[config.mk]
export PLATFORM = sky130hd
export DESIGN_NAME = avalon_arbiter
export DESIGN_NICKNAME = d
export VERILOG_FILES = /design/src/rtl/avalon_arb_pkg.sv /design/src/rtl/rr_picker.sv /design/src/rtl/avalon_arbiter.sv
export SDC_FILE = /design/constraint.sdc
export NUM_CORES = 1
export LEC_CHECK = 0
export ABC_AREA = 1
export CAP_MARGIN = 5
export CORE_MARGIN = 4
export CORE_UTILIZATION = 20
export DETAILED_ROUTE_END_ITERATION = 8
export GPL_TIMING_DRIVEN = 0
export PLACE_DENSITY = 0.84
export SLEW_MARGIN = 5
export SYNTH_ARGS = -nofsm -noshare
export SYNTH_HDL_FRONTEND = slang
export SYNTH_SLANG_ARGS = --single-unit
[constraint.sdc]
create_clock -name clk -period 1.82 [get_ports clk]
set_clock_uncertainty 0.15 [all_clocks]
set_input_delay 0.546 -clock clk [delete_from_list [all_inputs] [get_ports clk]]
set_output_delay 0.546 -clock clk [all_outputs]
set_load 0.03 [all_outputs]
[src/rtl/avalon_arb_pkg.sv]
// Shared types and sizes for the two-master Avalon arbiter.
package avalon_arb_pkg;

    localparam int unsigned NUM_MASTERS = 2;
    localparam int unsigned ADDR_W      = 2;
    localparam int unsigned DATA_W      = 32;

    typedef enum logic [1:0] {
        IDLE  = 2'd0,
        BUSY0 = 2'd1,
        BUSY1 = 2'd2
    } state_t;

endpackage

[src/rtl/rr_picker.sv]
// Round-robin winner between two requesters; a tie goes to the master not granted last.
module rr_picker
    import avalon_arb_pkg::*;
(
    input  logic [NUM_MASTERS-1:0] req,
    input  logic                   last_grant,
    output logic                   winner,
    output logic                   any_req
);

    always_comb begin
        any_req = |req;
        winner  = 1'b0;
        if (&req) begin
            winner = ~last_grant;
        end else if (req[1]) begin
            winner = 1'b1;
        end
    end

endmodule

[src/rtl/avalon_arbiter.sv]
// Two-master arbiter in front of a single Avalon peripheral with 1-cycle read latency.
module avalon_arbiter
    import avalon_arb_pkg::*;
(
    input  logic              clk,
    input  logic              reset,
    input  logic              m0Read,
    input  logic              m1Read,
    input  logic              m0Write,
    input  logic              m1Write,
    input  logic [ADDR_W-1:0] m0Address,
    input  logic [ADDR_W-1:0] m1Address,
    input  logic [DATA_W-1:0] m0DataIn,
    input  logic [DATA_W-1:0] m1DataIn,
    input  logic              m0Lock,
    input  logic              m1Lock,
    output logic              m0WaitRequest,
    output logic              m1WaitRequest,
    output logic              m0ReadValid,
    output logic              m1ReadValid,
    output logic [DATA_W-1:0] m0DataOut,
    output logic [DATA_W-1:0] m1DataOut,
    output logic              sRead,
    output logic              sWrite,
    output logic [ADDR_W-1:0] sAddress,
    output logic [DATA_W-1:0] sDataIn,
    input  logic              sReadValid,
    input  logic [DATA_W-1:0] sDataOut
);

    state_t                 state;
    logic                   last_grant;
    logic                   read_owner;
    logic                   read_pending;
    logic [NUM_MASTERS-1:0] req;
    logic                   winner;
    logic                   any_req;

    logic                   busy;
    logic                   cur;
    logic                   cur_read;
    logic                   cur_write;
    logic                   cur_lock;
    logic [ADDR_W-1:0]      cur_addr;
    logic [DATA_W-1:0]      cur_data;
    logic                   accept;
    logic                   accept_read;
    logic                   read_valid;

    assign req = {m1Read | m1Write, m0Read | m0Write};

    rr_picker u_picker (
        .req        (req),
        .last_grant (last_grant),
        .winner     (winner),
        .any_req    (any_req)
    );

    // Selected master's command while a grant is held
    assign busy        = (state == BUSY0) || (state == BUSY1);
    assign cur         = (state == BUSY1);
    assign cur_read    = cur ? m1Read    : m0Read;
    assign cur_write   = cur ? m1Write   : m0Write;
    assign cur_lock    = cur ? m1Lock    : m0Lock;
    assign cur_addr    = cur ? m1Address : m0Address;
    assign cur_data    = cur ? m1DataIn  : m0DataIn;
    assign accept      = busy & (cur_read | cur_write);
    assign accept_read = accept & cur_read & ~cur_write;

    always_ff @(posedge clk or posedge reset) begin
        if (reset) begin
            state        <= IDLE;
            last_grant   <= 1'b1;
            read_owner   <= 1'b0;
            read_pending <= 1'b0;
        end else begin
            read_pending <= accept_read;
            if (accept_read) begin
                read_owner <= cur;
            end
            if (accept) begin
                last_grant <= cur;
            end
            case (state)
                IDLE:         if (any_req) state <= winner ? BUSY1 : BUSY0;
                BUSY0, BUSY1: state <= (accept && cur_lock) ? state : IDLE;
                default:      state <= IDLE;
            endcase
        end
    end

    // Peripheral side mirrors the granted master; a write wins over a simultaneous read
    always_comb begin
        sRead         = 1'b0;
        sWrite        = 1'b0;
        sAddress      = '0;
        sDataIn       = '0;
        m0WaitRequest = 1'b1;
        m1WaitRequest = 1'b1;
        if (busy) begin
            sRead    = cur_read & ~cur_write;
            sWrite   = cur_write;
            sAddress = cur_addr;
            sDataIn  = cur_data;
            if (cur) begin
                m1WaitRequest = 1'b0;
            end else begin
                m0WaitRequest = 1'b0;
            end
        end
    end

    // Responses only count for a read this arbiter actually issued before any reset
    assign read_valid  = sReadValid & read_pending & ~reset;
    assign m0ReadValid = read_valid & ~read_owner;
    assign m1ReadValid = read_valid & read_owner;
    assign m0DataOut   = m0ReadValid ? sDataOut : '0;
    assign m1DataOut   = m1ReadValid ? sDataOut : '0;

endmodule

==> results of run 1 <==
area by class of cell:
| class | count | area [um2] |
|---|---|---|
| Buffer | 16 | 293 |
| Inverter | 46 | 190 |
| Timing Repair Buffer | 271 | 2990 |
| Clock buffer | 4 | 45.0 |
| Multi-Input combinational cell | 205 | 2170 |
| Antenna cell | 1 | 2.50 |
| Tap cell | 77 | 96.3 |
| Sequential cell | 5 | 128 |
| Fill cell | 186 | 399 |
sequential cells by signal, indices dropped and copies added (netlist names):
register,cells
read_owner,1
read_pending,1
state,2
last_grant,1
power groups by stage:
stage | registers, W | clock network (W) | logic [W]
after global routing | 0.000210 | 0.000221 | 0.00789
after global placement | 0.000196 | 0 | 0.00512
final | 0.000209 | 0.000211 | 0.00766
after CTS | 0.000196 | 0.000203 | 0.00665
after detailed placement | 0.000199 | 0 | 0.00519
after floorplan | 0.000190 | 0 | 0.00358
per-stage QoR:
| stage | hold WS (ns) | instances | setup WS, ns | setup TNS [ns] |
|---|---|---|---|---|
| 3_5_place_dp | 0.331 | 563 | -1.51 | -127.95 |
| 2_1_floorplan | 0.162 | 274 | -0.294 | -23.13 |
| 6_report | 0.382 | 625 | -0.650 | -48.97 |
| 3_3_place_gp | 0.331 | 563 | -1.48 | -125.25 |
| 4_1_cts | 0.305 | 630 | -0.553 | -44.62 |
| 5_1_grt | 0.377 | 624 | -0.657 | -51.19 |
worst paths after layout:
path | start | endpoint | slack, ns | cells after the start
setup / recovery | state[0] | sDataIn[8] | -0.65 | 9
hold reg to reg | last_grant | last_grant | 0.40 | 2
setup reg to reg | state[0] | state[0] | -0.11 | 12
max in group asynchronous | reset | last_grant | 0.06 | 14
hold / removal | reset | read_pending | 0.38 | 5
min in group clk | last_grant | last_grant | 0.40 | 2
worst register-to-register path: stages (launching register included):
cell     delay, ns
dfrtp_1       0.40
inv_2         0.12
ha_4          0.17
buf_8         0.14
inv_8         0.05
buf_16        0.13
buf_4         0.15
nand2_2       0.06
nand2_2       0.09
nand3_4       0.11
nand2_4       0.06
nand2_2       0.09
nand2_2       0.08
metal layers:
metal  track usage, %  vias to the layer above
met1             30.5                     1537
li1                 -                     1375
met5                0                        -
met2             60.3                      201
met4             12.2                        0
met3             5.59                       82
synth_stat cells:
library cell / number / area, um2
nand4_1: 2 / 12.5
dfrtp_1: 4 / 100
buf_2: 5 / 25.0
buf_4: 4 / 30.0
nand3_1: 2 / 10.0
nand3_2: 2 / 20.0
nor3_1: 1 / 5.00
inv_6: 1 / 8.76
a21oi_1: 2 / 10.0
buf_6: 2 / 22.5
nand2_2: 3 / 18.8
nand2_4: 1 / 11.3
clkbuf_1: 6 / 22.5
a21oi_2: 1 / 8.76
inv_1: 45 / 169
nand2_1: 17 / 63.8
buf_1: 1 / 3.75
nor2_1: 134 / 503
ha_1: 3 / 37.5
dfstp_2: 1 / 26.3
o21ai_0: 37 / 185
cell families (layout without fill, tap and decap cells):
| kind of cell | count (synthesis) | count (layout) | share of synthesized area (%) |
|---|---|---|---|
| AND/OR/NAND/NOR | 162 | 162 | 49.8 |
| buffers and inverters | 64 | 337 | 21.8 |
| other | 0 | 1 | 0 |
| adder cells (fa/ha/maj) | 3 | 3 | 2.90 |
| flip-flops | 5 | 5 | 9.77 |
| AO/OA/AOI/OAI | 40 | 40 | 15.8 |
what timing repair did:
action                     4_1_cts  5_1_grt
setup endpoints to repair      104      110
setup buffers                   54       12
resized for setup              853       83
cloned                          11        2
hold endpoints to repair         0        0
pin swaps                       26       25
==> metrics.cfg, run 1 <==
[timing]
min_period_ns = 2.47
hold_viol_final = 0
relSlewSlack_pct = 73.0
rsz0062_at_grt = yes
drv_slew = 0
worstMarginPinSlew_ns = 0.400
finalSetupViolations = 107
max_freq_mhz = 405
worst_slack_ns = -0.650
period_share_pct = 136

[global_routing]
grt_pass1_wl_um = 18000
grt_antenna_before_repair = 0
first_global_vias = 3319
track_usage_pct = 30.3
grt-ovfl-total = 0
grt_max_degree = 11

[routing]
drt_iter0_drc = 74
wl_met2_um = 8200
routed_wl_um = 14900
vias_per_cell = 5.11
top_layer = met4
first_pass_iters = 4
antenna_left = 0
dr_total_vias = 3195
wl_met1_um = 4680
route.met3.wl_um = 829
wire_per_inst_um = 23.8
drc = 0

[clocking]
root_buffer = clkbuf_8
cts_tree = built
cts_max_level = 1
clk_latency_ns = 0.22
clockBufferDepth = 2
postCtsHoldBufs = 0
numCtsBuffers = 3
clk_pin_slew_ns = 0.04
cts_sinks = 5

[setup_path]
max_stage_delay_ns = 0.38
cp.buffers_inverters = 6
required_ns = 1.12
cp.arrival_ns = 1.77
path_cells = inv_2 > ha_4 > buf_8 > inv_8 > buf_12 > buf_12 > nor2_2 > nor2_2 > buf_6
cp-start-kind = flip-flop
endpoint_kind = primary output
cp_top_family = buffers and inverters
crit_fanout = 10
critical_path_class = flip-flop to primary output
slowest_stage = dfrtp_1

[power_and_ir_drop]
internal-power_w = 0.00380
switching_share_pct = 53.0
p_per_area_nw_per_um2 = 1370
ir_worst_vdd_mv = 1.35
power.switching_w = 0.00428
clkPwrFrac_pct = 2.6
leakage_nw = 2.44
power_frac_seq_pct = 2.6
power_w = 0.00808
combPwrFrac_pct = 94.8

[die]
die-area_um2 = 7820
start_util_pct = 20.5
die_height_um = 88.4
core_um2 = 6310
rows = 29
boundaryPins = 213
fp.dieW_um = 88.4

[layout]
final_nets = 660
area_growth_pct = 357
utilization_pct = 93.7
final_cell_area_um2 = 5910
final_common_cell = nor2_4
final_cell_mix = nor2_4 (121), buf_6 (116), clkdlybuf4s50_1 (102)
drive_gt1_share_pct = 70.2

[placement]
globalplace.congestion = 0.873
dpl-instance-area_um2 = 4530
dp_hpwl_um = 6890
portBuffers = 212

[synth]
yosysWarnings = 0
ys_seq_area_share_pct = 9.77
netlist_area_um2 = 1290
syn_inst = 274
syn-num-nets = 386
synth.avg_cell_area_um2 = 4.72
ys_ff_latch = 5
yosysUniqueCellTypes = 21

[status]
status = complete, but fails checks
violations = negative setup slack

[worst_hold_path]
hold_path.class = primary input to asynchronous set/reset pin

[flow_run]
max_cap_violations = 0

No activity file was read; power rests on OpenSTA's default activity.
==> run 2, diff against run 1 <==
--- a/config.mk
+++ b/config.mk
@@ -12,7 +12,6 @@
 export DETAILED_ROUTE_END_ITERATION = 8
 export GPL_TIMING_DRIVEN = 0
 export PLACE_DENSITY = 0.84
-export SLEW_MARGIN = 5
 export SYNTH_ARGS = -nofsm -noshare
 export SYNTH_HDL_FRONTEND = slang
 export SYNTH_SLANG_ARGS = --single-unit
==> results of run 2 <==
Same layout as run 1: the final DEF is identical, and so are final timing and power.
